==> src/rtl/mult_seq_hs_pkg.sv <==
// ---------------------------------------------------------------------------
// mult_seq_hs_pkg
//
// Shared definitions for the sequential shift-add multiplier.
//   state_t       : 2-bit FSM encoding (IDLE, CALC, SIGN, DONE)
//   calc_latency  : clock edges from operand accept to out_valid rising,
//                   given the multiplier width b_w (b_w iterations plus the
//                   sign-fixup cycle)
// ---------------------------------------------------------------------------
package mult_seq_hs_pkg;

    // Controller states. IDLE waits for operands, CALC runs one shift-add
    // iteration per cycle, SIGN applies the deferred sign, and DONE holds
    // the product until the consumer takes it.
    typedef enum logic [1:0] {
        IDLE = 2'd0,
        CALC = 2'd1,
        SIGN = 2'd2,
        DONE = 2'd3
    } state_t;

    // One cycle per multiplier bit, plus the SIGN cycle.
    function automatic int calc_latency(input int b_w);
        return b_w + 1;
    endfunction

endpackage : mult_seq_hs_pkg

==> src/rtl/mult_seq_hs_abs.sv <==
// ---------------------------------------------------------------------------
// mult_abs
//
// Conditional two's-complement magnitude. When is_signed is set and the
// input is negative, the output is the negated value; otherwise the input
// passes through unchanged. The result is an unsigned W-bit magnitude, so
// the most-negative input -2^(W-1) maps exactly onto 2^(W-1).
//
// Ports
//   val       input  [W-1:0]  operand bit pattern
//   is_signed input           1: treat val as two's complement
//   mag       output [W-1:0]  unsigned magnitude (combinational)
// ---------------------------------------------------------------------------
module mult_abs #(
    parameter int W = 8
) (
    input  logic [W-1:0] val,
    input  logic         is_signed,
    output logic [W-1:0] mag
);

    logic is_neg;

    // Only a signed operand with its MSB set needs negating. Unary minus
    // at W bits wraps -2^(W-1) back onto its own pattern, which read as
    // unsigned is exactly the wanted magnitude.
    assign is_neg = is_signed & val[W-1];
    assign mag    = is_neg ? (-val) : val;

endmodule : mult_abs

==> src/rtl/mult_seq_hs.sv <==
// ---------------------------------------------------------------------------
// mult_seq_hs
//
// Sequential shift-add multiplier with valid/ready handshakes on both sides.
// Signed operation is done on magnitudes; the sign is re-applied in a
// single SIGN cycle once all B_W iterations have finished.
//
// Ports
//   clk        input              sole clock, rising edge
//   rst        input              asynchronous reset, active low
//   in_valid   input              operand set offered
//   in_ready   output             operand set can be accepted this cycle
//   in_signed  input              1: two's-complement operands, 0: unsigned
//   in_a       input  [A_W-1:0]   multiplicand
//   in_b       input  [B_W-1:0]   multiplier
//   out_valid  output             product held on out_p
//   out_ready  input              downstream consumes the product
//   out_p      output [A_W+B_W-1:0] product, signedness of accepted operands
//
// Latency from the accept edge to out_valid rising is B_W+1 edges and does
// not depend on operand values.
// ---------------------------------------------------------------------------
module mult_seq_hs
    import mult_seq_hs_pkg::*;
#(
    parameter int A_W = 8,
    parameter int B_W = 8
) (
    input  logic               clk,
    input  logic               rst,
    input  logic               in_valid,
    output logic               in_ready,
    input  logic               in_signed,
    input  logic [A_W-1:0]     in_a,
    input  logic [B_W-1:0]     in_b,
    output logic               out_valid,
    input  logic               out_ready,
    output logic [A_W+B_W-1:0] out_p
);

    localparam int P_W   = A_W + B_W;
    localparam int CNT_W = $clog2(B_W) + 1;

    localparam logic [CNT_W-1:0] CNT_LAST = CNT_W'(B_W - 1);
    localparam logic [CNT_W-1:0] CNT_ONE  = CNT_W'(1);

    state_t           state;
    logic [P_W-1:0]   a_sh;
    logic [B_W-1:0]   b_sh;
    logic [P_W-1:0]   acc;
    logic [CNT_W-1:0] cnt;
    logic             neg;

    logic [A_W-1:0]   a_mag;
    logic [B_W-1:0]   b_mag;
    logic             accept;
    logic             in_neg;

    // Magnitudes of the incoming operands, used only on the accept edge.
    mult_abs #(.W(A_W)) u_abs_a (
        .val       (in_a),
        .is_signed (in_signed),
        .mag       (a_mag)
    );

    mult_abs #(.W(B_W)) u_abs_b (
        .val       (in_b),
        .is_signed (in_signed),
        .mag       (b_mag)
    );

    // A new operand set is taken when idle, or while the finished product
    // is being consumed in the same cycle, which lets back-to-back
    // operations run without an idle bubble.
    assign in_ready = (state == IDLE) | ((state == DONE) & out_ready);
    assign accept   = in_valid & in_ready;
    assign in_neg   = in_signed & (in_a[A_W-1] ^ in_b[B_W-1]);

    // Controller and datapath. Taking new operands overrides everything
    // else; that is only possible from IDLE or DONE, so a running
    // computation can never be disturbed. In CALC the multiplicand moves
    // left and the multiplier right, so bit 0 of b_sh always selects
    // whether the current shifted multiplicand is added.
    always_ff @(posedge clk or negedge rst) begin
        if (!rst) begin
            state     <= IDLE;
            a_sh      <= '0;
            b_sh      <= '0;
            acc       <= '0;
            cnt       <= '0;
            neg       <= 1'b0;
            out_p     <= '0;
            out_valid <= 1'b0;
        end else if (accept) begin
            a_sh      <= {{B_W{1'b0}}, a_mag};
            b_sh      <= b_mag;
            acc       <= '0;
            cnt       <= '0;
            neg       <= in_neg;
            out_valid <= 1'b0;
            state     <= CALC;
        end else begin
            case (state)
                IDLE: begin
                    state <= IDLE;
                end

                CALC: begin
                    if (b_sh[0]) begin
                        acc <= acc + a_sh;
                    end
                    a_sh <= a_sh << 1;
                    b_sh <= b_sh >> 1;
                    cnt  <= cnt + CNT_ONE;
                    if (cnt == CNT_LAST) begin
                        state <= SIGN;
                    end
                end

                SIGN: begin
                    out_p     <= neg ? (-acc) : acc;
                    out_valid <= 1'b1;
                    state     <= DONE;
                end

                DONE: begin
                    if (out_ready) begin
                        out_valid <= 1'b0;
                        state     <= IDLE;
                    end
                end

                default: begin
                    state <= IDLE;
                end
            endcase
        end
    end

endmodule : mult_seq_hs

==> config.mk <==
export PLATFORM = sky130hd
export DESIGN_NAME = mult_seq_hs
export DESIGN_NICKNAME = d
export VERILOG_FILES = /design/src/rtl/mult_seq_hs_pkg.sv /design/src/rtl/mult_seq_hs_abs.sv /design/src/rtl/mult_seq_hs.sv
export SDC_FILE = /design/constraint.sdc
export NUM_CORES = 1
export LEC_CHECK = 0
export ABC_AREA = 1
export ABC_CLOCK_PERIOD_IN_PS = 2270
export CAP_MARGIN = 40
export CORE_UTILIZATION = 55
export CTS_CLUSTER_DIAMETER = 120
export DETAILED_ROUTE_END_ITERATION = 10
export PLACE_DENSITY_LB_ADDON = 0.2
export SLEW_MARGIN = 40
export SYNTH_ARGS = -nofsm -noshare
export SYNTH_HDL_FRONTEND = slang
export SYNTH_SLANG_ARGS = --single-unit
==> constraint.sdc <==
create_clock -name clk -period 2.27 [get_ports clk]
set_clock_uncertainty 0.2 [all_clocks]
set_input_delay 0.681 -clock clk [delete_from_list [all_inputs] [get_ports clk]]
set_output_delay 0.681 -clock clk [all_outputs]
set_load 0.02 [all_outputs]
Word-level counts from Yosys, hierarchy flattened
Cells that the tools add are included.
{"block": "word_totals", "elab_cells": 54, "register_bits": 64}
{"block": "op_classes", "bitwise_logic": 8, "n_eq_ne": 6, "muxes": 19, "addsub": 5, "n_reduce_logical": 8}
{"cell": "16-bit 2-to-1 mux", "n": 6}
{"cell": "8-bit 2-to-1 mux", "n": 4}
{"cell": "16-bit adder", "n": 1}
{"cell": "16-bit negation", "n": 1}
{"cell": "8-bit negation", "n": 2}
{"cell": "4-bit 2-to-1 mux", "n": 2}
{"cell": "2-bit one-hot mux with 4 select lines", "n": 1}
{"cell": "2-bit AND reduction", "n": 4}
{"cell": "2-bit 2-to-1 mux", "n": 3}
{"cell": "3-bit inequality test, second input constant", "n": 2}
{"cell": "1-bit bitwise AND", "n": 5}
{"cell": "4-bit by 1-bit adder with 4-bit output, second input constant", "n": 1}
{"cell": "2-bit == test, second input constant", "n": 2}
{"cell": "4-bit by 3-bit == test with 1-bit output, second input constant", "n": 1}
{"cell": "2-bit nonzero test", "n": 2}
{"cell": "3-bit nonzero test", "n": 1}
{"cell": "2-bit by 1-bit == test with 1-bit output, second input constant", "n": 1}
{"cell": "2-bit logical NOT", "n": 1}
{"cell": "1-bit 2-to-1 mux", "n": 2}
{"cell": "1-bit one-hot mux with 2 select lines", "n": 1}
{"cell": "1-bit NOT", "n": 1}
{"cell": "1-bit bitwise OR", "n": 1}
{"cell": "1-bit bitwise XOR", "n": 1}

Depth between registers and ports, before layout
{"block": "depth", "word_depth": 6, "ltp_mapped": 11, "depth_no_buf": 11}

Modules after synthesis
A second synthesis with hierarchy kept.
{"block": "hier_totals", "hier_cells": 591, "hier_area_um2": 4371.7}
{"mod": "mult_seq_hs", "area_each_um2": 3986.3, "cells_per_inst": 515, "seq_area_each_um2": 1601.5, "instances": 1}
{"mod": "mult_abs", "area_each_um2": 192.7, "cells_per_inst": 38, "seq_area_each_um2": 0.0, "instances": 2}

Least setup slack after synthesis
Ideal clock, no wire load.
{"block": "synth_timing", "path_kind": "flip-flop to flip-flop", "from": "register a_sh[0]", "to": "register acc[12]", "slack_ps": 493, "setup_ps": 117, "arrival_ps": 1459, "path_buffers": 0, "synth_period_minus_slack_ps": 1777, "stages_incl_launch_ff": 12, "cell_sequence": "dfrtp_1 ha_1 inv_1 fa_1 inv_1 nand3_1 nand3_1 nand3_1 nand3_1 nand2_1 nand3_1 nand2_1"}
{"block": "synth_via", "elab_chain_len": 4}
{"element": "start: declaration", "line_no": "mult_seq_hs.sv:48", "rtl": "logic [P_W-1:0] a_sh;"}
{"element": "start signal: assignment", "line_no": "mult_seq_hs.sv:95", "rtl": "a_sh <= {{B_W{1'b0}}, a_mag};"}
{"element": "start signal: assignment", "line_no": "mult_seq_hs.sv:112", "rtl": "a_sh <= a_sh << 1;"}
{"element": "16-bit adder", "line_no": "mult_seq_hs.sv:110", "rtl": "acc <= acc + a_sh;"}
{"element": "16-bit 2-to-1 mux", "line_no": "mult_seq_hs.sv:109", "rtl": "if (b_sh[0]) begin"}
{"element": "16-bit 2-to-1 mux", "line_no": "mult_seq_hs.sv:103", "rtl": "case (state)"}
{"element": "16-bit 2-to-1 mux", "line_no": "mult_seq_hs.sv:94", "rtl": "end else if (accept) begin"}
{"element": "end signal: assignment", "line_no": "mult_seq_hs.sv:110"}
{"element": "end: declaration", "line_no": "mult_seq_hs.sv:50", "rtl": "logic [P_W-1:0] acc;"}
No other way between the ends. The select of a mux whose other input is x is not followed.
A chain may end at the register's enable or synchronous reset.

Worst setup path after layout
{"block": "layout_timing", "from": "register state[0]", "to": "output in_ready"}
{"block": "layout_via", "elab_chain_len": 3, "elab_cells_between_ends": 4, "classes_between": "eq/ne (1); bitwise (2); reduce/logical (1)"}
{"element": "start: declaration", "line_no": "mult_seq_hs.sv:47", "rtl": "state_t state;"}
{"element": "start signal: assignment", "line_no": "mult_seq_hs.sv:86", "rtl": "state <= IDLE;"}
{"element": "start signal: assignment", "line_no": "mult_seq_hs.sv:101", "rtl": "state <= CALC;"}
{"element": "start signal: assignment", "line_no": "mult_seq_hs.sv:105", "rtl": "state <= IDLE;"}
{"element": "2-bit == test", "line_no": "mult_seq_hs.sv:75", "rtl": "assign in_ready = (state == IDLE) | ((state == DONE) & out_ready);"}
{"element": "1-bit bitwise AND", "line_no": "mult_seq_hs.sv:75"}
{"element": "1-bit bitwise OR *", "line_no": "mult_seq_hs.sv:75"}
{"element": "end: declaration", "line_no": "mult_seq_hs.sv:32", "rtl": "output logic in_ready,"}
Mark *: on every way between the ends. The rest lies on a longest branch, timed or not.

==> impl_metrics.py <==
metrics = {
    "outcome": {
        "status": "completed",
    },
    "clock_network": {
        "cts.sinks": 64,
        "clk_path_buf_depth": 2,
        "numCtsBuffers": 9,
        "htreeDepth": 3,
        "cts_tree": "built",
        "insertion_delay_ns": 0.34,
        "clk_pin_slew_ns": 0.06,
        "post_cts_buffers": 0,
        "root_buffer": "clkbuf_8",
    },
    "die": {
        "die-height_um": 90.5,
        "die_area_mm2": 0.00820,
        "start_util_pct": 58.2,
        "ios": 39,
        "core_mm2": 0.00741,
        "die_w_um": 90.5,
        "fp-row-count": 31,
    },
    "pwr": {
        "peakVddDrop_uv": 714,
        "p_leak_nw": 2.77,
        "power.density_cell_area_mw_per_mm2": 1160,
        "p_total_mw": 5.86,
    },
    "place": {
        "dp_hpwl_mm": 7.19,
        "place.gp.congestion": 0.872,
        "io_buffers": 38,
        "post_dp_cell_area_mm2": 0.00488,
        "place_ws_ns": -0.591,
        "dp.cells": 732,
    },
    "logic_synthesis": {
        "synth.largest_area_cell": "dfrtp_1",
        "synth-edff-count": 0,
        "synth-seq-cells": 64,
        "yosys-top-cells-count": "nand2_1, inv_1, dfrtp_1",
        "yosys.area.top_type_share_pct": 37.1,
        "ys_seq_area_share_pct": 37.1,
        "synthArstFlopShare_pct": 100,
        "synth_flop_cell": "dfrtp_1",
        "synth.distinct_cells": 42,
        "synth_nets": 631,
        "yosysMostFrequentCell": "nand2_1",
        "yosys-top-cells-area": "dfrtp_1, nand2_1, inv_1",
        "synth_cells": 586,
        "ys_warn_count": 0,
        "synth_area_mm2": 0.00431,
        "syn_area_per_cell_um2": 7.36,
    },
    "cells_and_area": {
        "areaGrowthSynthToFinish_pct": 17.2,
        "n_antenna_cell": 0,
        "fin_area_mm2": 0.00505,
        "drive_above_1_share_pct": 9.43,
        "multiInputGateArea_mm2": 0.00226,
        "fill_cells": 630,
        "seq_area_mm2": 0.00160,
        "layout.cells.non_filler": 746,
        "nNetsFinal": 689,
    },
    "global_routing": {
        "grt_pass1_vias": 3831,
        "grt_pass1_wl_mm": 16.7,
        "grt_max_degree": 65,
        "grt_overflow_total": 0,
        "grt_antenna_before_repair": 0,
        "grt_util_all_layers_pct": 25.1,
    },
    "sta": {
        "fin_setup_tns_ns": 0,
        "period_minus_slack_ns": 2.20,
        "worst_pin_slew_ns": 0.492,
        "slew_headroom_pct": 67.2,
        "fmax_mhz": 455,
        "slew_viol_final": 0,
        "final-hold-violation-count": 0,
        "fin_ws_ns": 0.0734,
        "setup_viol": 0,
        "period_share_pct": 96.8,
        "rsz0062_at_grt": "false",
    },
    "job": {
        "max_cap_violations": 0,
    },
    "routing": {
        "drt_iter0_markers": 144,
        "viasPerCell": 5.11,
        "vias": 3812,
        "finalWirelength_mm": 9.24,
        "wl_per_cell_um": 12.4,
        "drc": 0,
        "firstDrtPassIters": 5,
        "ant_nets": 0,
    },
    "hold_path": {
        "hold_path.class": "in2async",
    },
    "setup_path": {
        "cp_max_fo": 3,
        "startpoint_type": "flip-flop",
        "cp-end-kind": "primary output",
        "worstPathRequired_ns": 1.39,
        "cp_data_arrival_time_ns": 1.32,
        "path_class": "reg2out",
    },
}
==> state kept, by name, indices dropped and copies added (netlist names) <==
name and flops:
cnt 4, a_sh 16, neg 1, state 2, out_valid 1, b_sh 8
out_p 16, acc 16
==> cells by family (layout without fill, tap and decap cells) <==
family,Yosys count,count (layout),synth area share [%]
AND/OR/NAND/NOR,288,288,29.1
buffers and inverters,103,164,10.5
AO/OA/AOI/OAI,86,86,11.8
flip-flops,64,64,37.1
adder cells (fa/ha/maj),24,24,7.14
XOR/XNOR,21,21,4.27
==> per-stage QoR <==
step / hold slack (ns) / utilization, %
after floorplan: 0.185 / -
after global placement: 0.261 / 65.9
after detailed placement: 0.264 / 65.9
after CTS: 0.165 / 68.1
after global routing: 0.185 / 68.2
final: 0.140 / 68.2
==> metal layers <==
layer  share of wire, %  track usage [%]  vias to the layer above  wire (um)
met1                 47             31.2                     1737       4330
met4                1.1             10.6                        0        102
met3                3.7             3.87                       13        345
met5                  0                0                        -          0
li1                   -                -                     1975          -
met2                 48             43.2                       87       4470
==> placed cells by master, fill, tap and decap left out, types with 3 or more instances in the layout <==
cell type,n
nand2_1,190
inv_1,85
dfrtp_1,64
nand3_1,37
o21ai_0,35
clkdlybuf4s50_1,35
nor2_1,33
ha_1,23
buf_4,19
xor2_1,18
a21oi_1,13
clkbuf_8,12
a22oi_1,9
o21ai_1,9
nand2_2,5
inv_2,5
o22ai_1,5
o211ai_1,4
nand4_1,4
nor3_1,4
nand3b_1,4
nand2_4,3
xnor2_1,3
==> what timing repair did <==
item	in CTS	in global routing
endpoints found under the setup margin	1	2
hold buffers	0	0
hold endpoints to repair	0	0
gates resized for setup	6	2
==> critical path, cell delays in order, from the launching register on <==
cell and delay (ns):
dfrtp_1 0.40, ha_1 0.24, nand2_2 0.10, nand2_4 0.07, buf_4 0.16
==> report_power, final <==
group	internal, mW	switching, mW	leakage [nW]
registers	1.53	0.318	0.843
logic	1.23	1.90	1.84
clock network	0.475	0.407	0.0886
==> cell type report <==
cell class,count,area share (%)
Tap cell,99,2.45
Inverter,93,7.21
Sequential cell,64,31.7
Clock buffer,14,3.42
Multi-Input combinational cell,419,44.8
Timing Repair Buffer,57,10.4
==> worst paths after layout <==
path	slack (ns)	to	from	cells after the start
worst min register to register	0.28	out_p[12]	out_p[12]	2
worst max register to register	0.21	state[0]	state[1]	8
worst min-delay path	0.14	neg	rst	2
max in group asynchronous	1.44	out_p[9]	rst	2
min in group clk	0.28	out_p[12]	out_p[12]	2
worst max-delay path	0.07	in_ready	state[0]	4
Note: power is estimated with default switching activity, not from simulation.
